--- src/rtl/exe_pkg.sv ---
// exe_pkg: shared definitions for the execute stage.
// Holds the alu_control one-hot bit indices, the ID->EXE (155b) and
// EXE->MEM (106b) bus layouts, the multiplier state encoding and an
// absolute-value helper used by the multiplier.
package exe_pkg;

   localparam int unsigned ID_EXE_W  = 155;
   localparam int unsigned EXE_MEM_W = 106;
   localparam int unsigned ALU_CTL_W = 12;

   // alu_control one-hot bit positions (MSB = add)
   localparam int unsigned ALU_ADD  = 11;
   localparam int unsigned ALU_SUB  = 10;
   localparam int unsigned ALU_SLT  = 9;
   localparam int unsigned ALU_SLTU = 8;
   localparam int unsigned ALU_AND  = 7;
   localparam int unsigned ALU_NOR  = 6;
   localparam int unsigned ALU_OR   = 5;
   localparam int unsigned ALU_XOR  = 4;
   localparam int unsigned ALU_SLL  = 3;
   localparam int unsigned ALU_SRL  = 2;
   localparam int unsigned ALU_SRA  = 1;
   localparam int unsigned ALU_LUI  = 0;

   // ID_EXE_bus field LSB offsets
   localparam int unsigned IDB_PC_LSB     = 0;
   localparam int unsigned IDB_WDEST_LSB  = 32;
   localparam int unsigned IDB_WEN        = 37;
   localparam int unsigned IDB_STORE_LSB  = 38;
   localparam int unsigned IDB_MEMCTL_LSB = 70;
   localparam int unsigned IDB_OP2_LSB    = 74;
   localparam int unsigned IDB_OP1_LSB    = 106;
   localparam int unsigned IDB_ALUCTL_LSB = 138;
   localparam int unsigned IDB_MFLO       = 150;
   localparam int unsigned IDB_MFHI       = 151;
   localparam int unsigned IDB_MTLO       = 152;
   localparam int unsigned IDB_MTHI       = 153;
   localparam int unsigned IDB_MULT       = 154;

   // EXE_MEM_bus field LSB offsets
   localparam int unsigned EMB_PC_LSB     = 0;
   localparam int unsigned EMB_WDEST_LSB  = 32;
   localparam int unsigned EMB_WEN        = 37;
   localparam int unsigned EMB_RESULT_LSB = 38;
   localparam int unsigned EMB_STORE_LSB  = 70;
   localparam int unsigned EMB_MEMCTL_LSB = 102;

   typedef struct packed {
      logic        multiply;
      logic        mthi;
      logic        mtlo;
      logic        mfhi;
      logic        mflo;
      logic [11:0] alu_control;
      logic [31:0] alu_operand1;
      logic [31:0] alu_operand2;
      logic [3:0]  mem_control;
      logic [31:0] store_data;
      logic        rf_wen;
      logic [4:0]  rf_wdest;
      logic [31:0] pc;
   } id_exe_bus_t;

   typedef struct packed {
      logic [3:0]  mem_control;
      logic [31:0] store_data;
      logic [31:0] exe_result;
      logic        rf_wen;
      logic [4:0]  rf_wdest;
      logic [31:0] pc;
   } exe_mem_bus_t;

   typedef enum logic [1:0] {
      MUL_IDLE = 2'd0,
      MUL_RUN  = 2'd1,
      MUL_DONE = 2'd2
   } mul_state_e;

   // |v| as 32-bit unsigned; 0x80000000 maps to itself
   function automatic logic [31:0] abs32(input logic [31:0] v);
      return v[31] ? 32'(-v) : v;
   endfunction

endpackage

--- src/rtl/alu.sv ---
// alu: one-hot controlled combinational ALU.
// Ports: alu_control[11:0] one-hot op select, alu_src1/alu_src2 operands,
// alu_result[31:0]. Shifts move alu_src2 by alu_src1[4:0]; lui places
// alu_src2[15:0] in the upper half.
module alu
   import exe_pkg::*;
(
   input  logic [11:0] alu_control,
   input  logic [31:0] alu_src1,
   input  logic [31:0] alu_src2,
   output logic [31:0] alu_result
);

   logic [31:0] sum_c, diff_c, sra_c;
   logic        slt_c, sltu_c;

   assign sum_c  = alu_src1 + alu_src2;
   assign diff_c = alu_src1 - alu_src2;
   assign slt_c  = $signed(alu_src1) < $signed(alu_src2);
   assign sltu_c = alu_src1 < alu_src2;
   assign sra_c  = 32'($signed(alu_src2) >>> alu_src1[4:0]);

   // OR of the gated candidates; at most one control bit is set
   always_comb begin
      alu_result = '0;
      if (alu_control[ALU_ADD])  alu_result |= sum_c;
      if (alu_control[ALU_SUB])  alu_result |= diff_c;
      if (alu_control[ALU_SLT])  alu_result |= {31'd0, slt_c};
      if (alu_control[ALU_SLTU]) alu_result |= {31'd0, sltu_c};
      if (alu_control[ALU_AND])  alu_result |= alu_src1 & alu_src2;
      if (alu_control[ALU_NOR])  alu_result |= ~(alu_src1 | alu_src2);
      if (alu_control[ALU_OR])   alu_result |= alu_src1 | alu_src2;
      if (alu_control[ALU_XOR])  alu_result |= alu_src1 ^ alu_src2;
      if (alu_control[ALU_SLL])  alu_result |= alu_src2 << alu_src1[4:0];
      if (alu_control[ALU_SRL])  alu_result |= alu_src2 >> alu_src1[4:0];
      if (alu_control[ALU_SRA])  alu_result |= sra_c;
      if (alu_control[ALU_LUI])  alu_result |= {alu_src2[15:0], 16'd0};
   end

endmodule

--- src/rtl/exe_multiply.sv ---
// multiply: iterative signed 32x32 -> 64 shift-and-add multiplier.
// Ports: clk, reset (sync, active-high), mult_begin (start when idle),
// op1/op2 signed operands, product[63:0] (valid while mult_end),
// mult_end (one-cycle pulse in DONE).
module multiply
   import exe_pkg::*;
(
   input  logic        clk,
   input  logic        reset,
   input  logic        mult_begin,
   input  logic [31:0] op1,
   input  logic [31:0] op2,
   output logic [63:0] product,
   output logic        mult_end
);

   mul_state_e  state_q;
   logic [63:0] acc_q;
   logic [63:0] mcand_q;
   logic [31:0] mplier_q;
   logic [5:0]  cnt_q;
   logic        sign_q;

   // Magnitudes are multiplied unsigned; sign is reapplied on the result
   always_ff @(posedge clk) begin
      if (reset) begin
         state_q  <= MUL_IDLE;
         acc_q    <= '0;
         mcand_q  <= '0;
         mplier_q <= '0;
         cnt_q    <= '0;
         sign_q   <= 1'b0;
      end else begin
         case (state_q)
            MUL_IDLE: begin
               if (mult_begin) begin
                  state_q  <= MUL_RUN;
                  mcand_q  <= {32'd0, abs32(op1)};
                  mplier_q <= abs32(op2);
                  sign_q   <= op1[31] ^ op2[31];
                  acc_q    <= '0;
                  cnt_q    <= '0;
               end
            end
            MUL_RUN: begin
               if (mplier_q[0]) acc_q <= acc_q + mcand_q;
               mcand_q  <= mcand_q << 1;
               mplier_q <= mplier_q >> 1;
               cnt_q    <= cnt_q + 6'd1;
               if (cnt_q == 6'd31) state_q <= MUL_DONE;
            end
            MUL_DONE: state_q <= MUL_IDLE;
            default:  state_q <= MUL_IDLE;
         endcase
      end
   end

   assign mult_end = (state_q == MUL_DONE);
   assign product  = sign_q ? 64'(-acc_q) : acc_q;

endmodule

--- src/rtl/exe.sv ---
// exe: execute stage. Decodes the ID->EXE bus, runs the ALU, owns HI/LO,
// drives the iterative multiplier and builds the EXE->MEM bus.
// Ports: clk, reset (sync, active-high), EXE_valid, ID_EXE_bus_r[154:0],
// EXE_over (instruction done), EXE_MEM_bus[105:0], EXE_pc[31:0].
module exe
   import exe_pkg::*;
(
   input  logic         clk,
   input  logic         reset,
   input  logic         EXE_valid,
   input  logic [154:0] ID_EXE_bus_r,
   output logic         EXE_over,
   output logic [105:0] EXE_MEM_bus,
   output logic [31:0]  EXE_pc
);

   id_exe_bus_t  id_c;
   exe_mem_bus_t mem_c;
   logic [31:0]  alu_result_c;
   logic [31:0]  exe_result_c;
   logic [63:0]  product_c;
   logic         mult_end_c;
   logic         mult_begin_c;
   logic [31:0]  hi_q, hi_d, lo_q, lo_d;

   assign id_c = id_exe_bus_t'(ID_EXE_bus_r);

   alu u_alu (
      .alu_control (id_c.alu_control),
      .alu_src1    (id_c.alu_operand1),
      .alu_src2    (id_c.alu_operand2),
      .alu_result  (alu_result_c)
   );

   assign mult_begin_c = EXE_valid & id_c.multiply;

   multiply u_multiply (
      .clk        (clk),
      .reset      (reset),
      .mult_begin (mult_begin_c),
      .op1        (id_c.alu_operand1),
      .op2        (id_c.alu_operand2),
      .product    (product_c),
      .mult_end   (mult_end_c)
   );

   // HI/LO next state; all writes gated by EXE_valid
   always_comb begin
      hi_d = hi_q;
      lo_d = lo_q;
      if (EXE_valid & id_c.mthi) hi_d = id_c.alu_operand1;
      if (EXE_valid & id_c.mtlo) lo_d = id_c.alu_operand1;
      if (EXE_valid & id_c.multiply & mult_end_c) begin
         hi_d = product_c[63:32];
         lo_d = product_c[31:0];
      end
   end

   always_ff @(posedge clk) begin
      if (reset) begin
         hi_q <= '0;
         lo_q <= '0;
      end else begin
         hi_q <= hi_d;
         lo_q <= lo_d;
      end
   end

   assign exe_result_c = id_c.mfhi ? hi_q :
                         id_c.mflo ? lo_q : alu_result_c;

   always_comb begin
      mem_c.mem_control = id_c.mem_control;
      mem_c.store_data  = id_c.store_data;
      mem_c.exe_result  = exe_result_c;
      mem_c.rf_wen      = id_c.rf_wen;
      mem_c.rf_wdest    = id_c.rf_wdest;
      mem_c.pc          = id_c.pc;
   end

   assign EXE_MEM_bus = mem_c;
   assign EXE_pc      = id_c.pc;
   assign EXE_over    = id_c.multiply ? mult_end_c : EXE_valid;

endmodule

--- config.mk ---
export PLATFORM = sky130hd
export DESIGN_NAME = exe
export DESIGN_NICKNAME = d
export VERILOG_FILES = /design/src/rtl/exe_pkg.sv /design/src/rtl/alu.sv /design/src/rtl/exe_multiply.sv /design/src/rtl/exe.sv
export SDC_FILE = /design/constraint.sdc
export NUM_CORES = 1
export LEC_CHECK = 0
export BUFFER_PORTS_ARGS = -buffer_cell sky130_fd_sc_hd__buf_2
export CAP_MARGIN = 20
export CORE_MARGIN = 2
export CORE_UTILIZATION = 41
export DETAILED_ROUTE_END_ITERATION = 8
export PLACE_DENSITY = 0.66
export SLEW_MARGIN = 10
export SYNTH_ARGS = -nofsm -noshare
export SYNTH_HDL_FRONTEND = slang
export SYNTH_SLANG_ARGS = --single-unit
--- constraint.sdc ---
create_clock -name clk -period 9.6 [get_ports clk]
set_input_delay 0.48 -clock clk [delete_from_list [all_inputs] [get_ports clk]]
set_output_delay 0.48 -clock clk [all_outputs]
set_load 0.02 [all_outputs]
==> results.txt <==
----------------------------------------------------
[Synth]
  Syn Inst Count ... 3353
  Fraction of synthesized area in multiplexers ... 0.0847
  Adder-Cell Fraction of Synth Area ... 0.0844
  Top FF cell, synth ... sky130_fd_sc_hd__dfxtp_1
  Library cells used by synthesis ... 83
  Post-synthesis share of cell area spent on and, or, nand and nor gates ... 0.180
  Post-synthesis net count ... 3677
  Number of synthesized flops with an enable pin ... 0
  Register area share after synthesis ... 0.188
  Cell area after technology mapping ... 0.0249 mm2
  Top cells by area, synth ... sky130_fd_sc_hd__dfxtp_1 19%, sky130_fd_sc_hd__ha_1 8.2%, sky130_fd_sc_hd__nor2_1 5.8%
  Yosys top cell area share ... 0.188
  Cell type with the highest aggregate area in the netlist ... sky130_fd_sc_hd__dfxtp_1
  FF+latch count, synth ... 233
  Synthesized-area fraction occupied by ao, oa, aoi and oai cells ... 0.302
  Number of warnings reported in the yosys synthesis log ... 0
  Xor-xnor portion of the synthesized cell area ... 0.0683
  Main combinational cell family by area after synthesis ... compound AO/OA/AOI/OAI gates
  Mean instance size in the synthesized netlist ... 7.41 um2
  Post-synth ARST share ... 0

[Clock network]
  Clock-pin slew on the worst setup and hold paths ... 0.06 ns
  Insertion delay of the later-clocked pin in the worst-skew pair ... 0.59 ns
  H-tree Lvls ... 1
  Number of CTS-inserted buffers ... 29
  Number of clock sinks ... 233
  Hold-fix buffer count after cts ... 0
  Post-CTS setup buffers ... 0
  CTS tree ... done
  Count of instances resized after the clock tree is built ... 0
  Maximum buffer depth of the clock tree ... 3
  Root buffer cell ... sky130_fd_sc_hd__clkbuf_16

[Floorplanning]
  I/O pin total ... 297
  Vertical die dimension ... 250 um
  Die Wd ... 250 um
  Starting density of the core ... 0.413
  Core Rows ... 90
  Placeable core region ... 0.0601 mm2
  Die area ... 0.0626 mm2

[Worst hold path]
  Number of instances on the worst hold path ... 3
  Endpoint of the worst hold-timing path ... lo_q[25]
  Hold Crit Class ... in -> reg
  Critical hold path startpoint ... ID_EXE_bus_r[131]

[Critical path]
  Critical-path maximum fanout ... 29
  FF-to-FF path depth ... 12
  FF-to-FF Start ... u_multiply.acc_q[0]
  Reg-to-reg endpoint ... u_multiply.acc_q[50]
  Element type at the critical path start ... input pin
  Worst path most repeated cell ... sky130_fd_sc_hd__buf_2
  Reg-to-reg slack, setup ... 4.92 ns
  Max stage delay on crit path ... 0.87 ns
  Worst EP required ... 9.12 ns
  Data arrival time at the worst-slack endpoint ... 5.44 ns
  Critical path endpoint category ... output port
  Cell with the largest stage delay on the worst path ... sky130_fd_sc_hd__a311oi_1
  Worst setup path class ... in -> out
  Chain of cells forming the critical path ... buf_2, inv_2, buf_4, fa_1, nor2b_1, o31a_1, o21ai_0, a211oi_1, nor2_1, o41ai_1, a41oi_1, mux2i_1, a21oi_1, a311oi_1, buf_2

[GRT]
  Pin count of the biggest net entering global routing ... 97
  Number of antenna violations at the first check in global routing ... 4
  Number of global-route vias before repair ... 24200
  Wire length of the first global-routing pass ... 162 mm
  GRT Util Overall ... 0.339
  Leftover overflow at the end of global routing ... 0

[Placed design]
  Cell area after placement ... 0.0250 mm2
  Count of buffers inserted at the top-level ports ... 116
  Dpl hpwl ... 82.5 mm
  Final RePlAce weighted congestion ... 1.11
  Setup slack at placement ... 3.96 ns

[Routing]
  Wire length after detailed routing ... 111 mm
  1st-pass router iterations ... 7
  DRC violations left ... 0
  Detailed-route via count ... 26200
  Ratio of routed vias to standard cells ... 6.61
  Post-DR wirelength/cell ... 27.8 um
  Initial DRC Count ... 3226
  Remaining antenna violation count after routing ... 0

[STA]
  Setup tns final ... 0 ns
  Worst hold-check slack ... 0.299 ns
  Fin Clk Skew ... 0.0264 ns
  Final period utilization ... 0.617
  Achievable frequency ... 169 MHz
  Actual transition at the worst max-transition pin ... 1.18 ns
  Final Hold Viols ... 0
  Setup repair after global routing missed its margin ... false
  Worst rel slew slack ... 0.196
  Minimum clock period after layout ... 5.92 ns
  Count of final setup violators ... 0
  Least setup slack across all paths after layout ... 3.68 ns
  Pins Over Slew Limit ... 0

[Status]
  Run status ... finished clean

[Final layout]
  FF+latch area ... 0.00467 mm2
  Non-Filler Cell Area, Final ... 0.0259 mm2
  Commonest non-fill, non-tap cells in the layout ... 380 x sky130_fd_sc_hd__nor2_1, 272 x sky130_fd_sc_hd__nand2_1, 259 x sky130_fd_sc_hd__a21oi_1, 232 x sky130_fd_sc_hd__dfxtp_1, 209 x sky130_fd_sc_hd__o21ai_0
  Multi-input gate area ... 0.0179 mm2
  Commonest non-fill, non-tap cell in the layout ... sky130_fd_sc_hd__nor2_1
  Number of inserted filler cells in the final layout ... 6346
  Synthesis-to-finish area growth ... 4.12%
  Antenna diodes ... 0
  Count of nets after finishing ... 3493
  Fraction of final layout cells sized beyond drive strength 1 ... 0.0931

[Power and ir drop]
  Leakage power summed over all cells ... 10.5 nW
  Sum of internal, switching and leakage power ... 3.09 mW
  Power Dens Cells ... 119 mW/mm2
  Max VDD drop ... 139 uV

[Run]
  Max-capacitance violation count ... 0

----------------------------------------------------
[area by class of cell]
| type | count | share of cell area |
|---|---|---|
| inverter | 137 | 0.0199 |
| clock inverter | 5 | 0.00169 |
| clock buffer | 47 | 0.0334 |
| sequential | 233 | 0.180 |
| timing repair buffer | 158 | 0.0347 |
| multi-input combinational | 2610 | 0.692 |
| tap | 782 | 0.0378 |
[metal layers]
layer | vias up | track usage | share of wire
met5 | - | 0 | 0.00045
met4 | 8 | 0.208 | 0.071
met3 | 366 | 0.0704 | 0.099
met2 | 1535 | 0.527 | 0.44
met1 | 12500 | 0.429 | 0.39
li1 | 11900 | - | -
[flip-flops by register name, summed over array words and instances, names as in the netlist]
register	flops
hi_q	32
u_multiply.state_q	2
u_multiply.acc_q	64
u_multiply.cnt_q	6
u_multiply.mcand_q	64
u_multiply.sign_q	1
lo_q	32
u_multiply.mplier_q	32
[worst max-delay path: cells and delay by family]
kind                       cells  cell delay (ns)
AOI/OAI and AO/OA              7             2.73
muxes                          1             0.19
and+or+nand+nor                2             0.29
adders and majority gates      1             0.49
buffers and inverters          4             1.22
[report_power, final]
group / switching (mW) / leakage [nW] / internal, mW
Clock: 0.447 / 0.447 / 0.612
Sequential: 0.0276 / 1.89 / 1.00
Combinational: 0.692 / 8.20 / 0.311
[cells by family (layout without fill, tap and decap cells)]
family / Yosys count / in the layout
xor+xnor: 194 / 194
compound gates: 1098 / 1098
buf+inv: 510 / 347
mux: 160 / 160
flops: 233 / 233
fa+ha+maj: 166 / 166
simple gates: 992 / 992
[stage by stage]
stage | std cells | util
2_1_floorplan | 3353 | -
3_3_place_gp | 3919 | 0.415
3_5_place_dp | 3919 | 0.415
4_1_cts | 3971 | 0.430
5_1_grt | 3972 | 0.430
6_report | 3972 | 0.430
[synthesized netlist by cell type (all sizes together), types with 49 or more instances]
cell type,count
a211oi,64
a21o,49
o21ai,211
a22o,63
a22oi,53
ha,163
buf,138
nand3,88
xor2,51
a21oi,259
clkbuf,235
nand2,272
inv,134
nor2,384
xnor2,143
mux2i,108
dfxtp,233
[how the worst max path moves through the flow]
stage | slack (ns) | end | startpoint | cells past startpoint
finish | 3.68 | EXE_MEM_bus[68] | ID_EXE_bus_r[107] | 15
global route | 3.48 | EXE_MEM_bus[68] | ID_EXE_bus_r[107] | 15
CTS | 3.95 | EXE_MEM_bus[68] | ID_EXE_bus_r[107] | 15
detailed placement | 3.96 | EXE_MEM_bus[68] | ID_EXE_bus_r[107] | 15
global placement | 4.00 | EXE_MEM_bus[68] | ID_EXE_bus_r[107] | 15
floorplan | 3.79 | EXE_MEM_bus[68] | ID_EXE_bus_r[106] | 19
No activity file was read; power rests on OpenSTA's default activity.
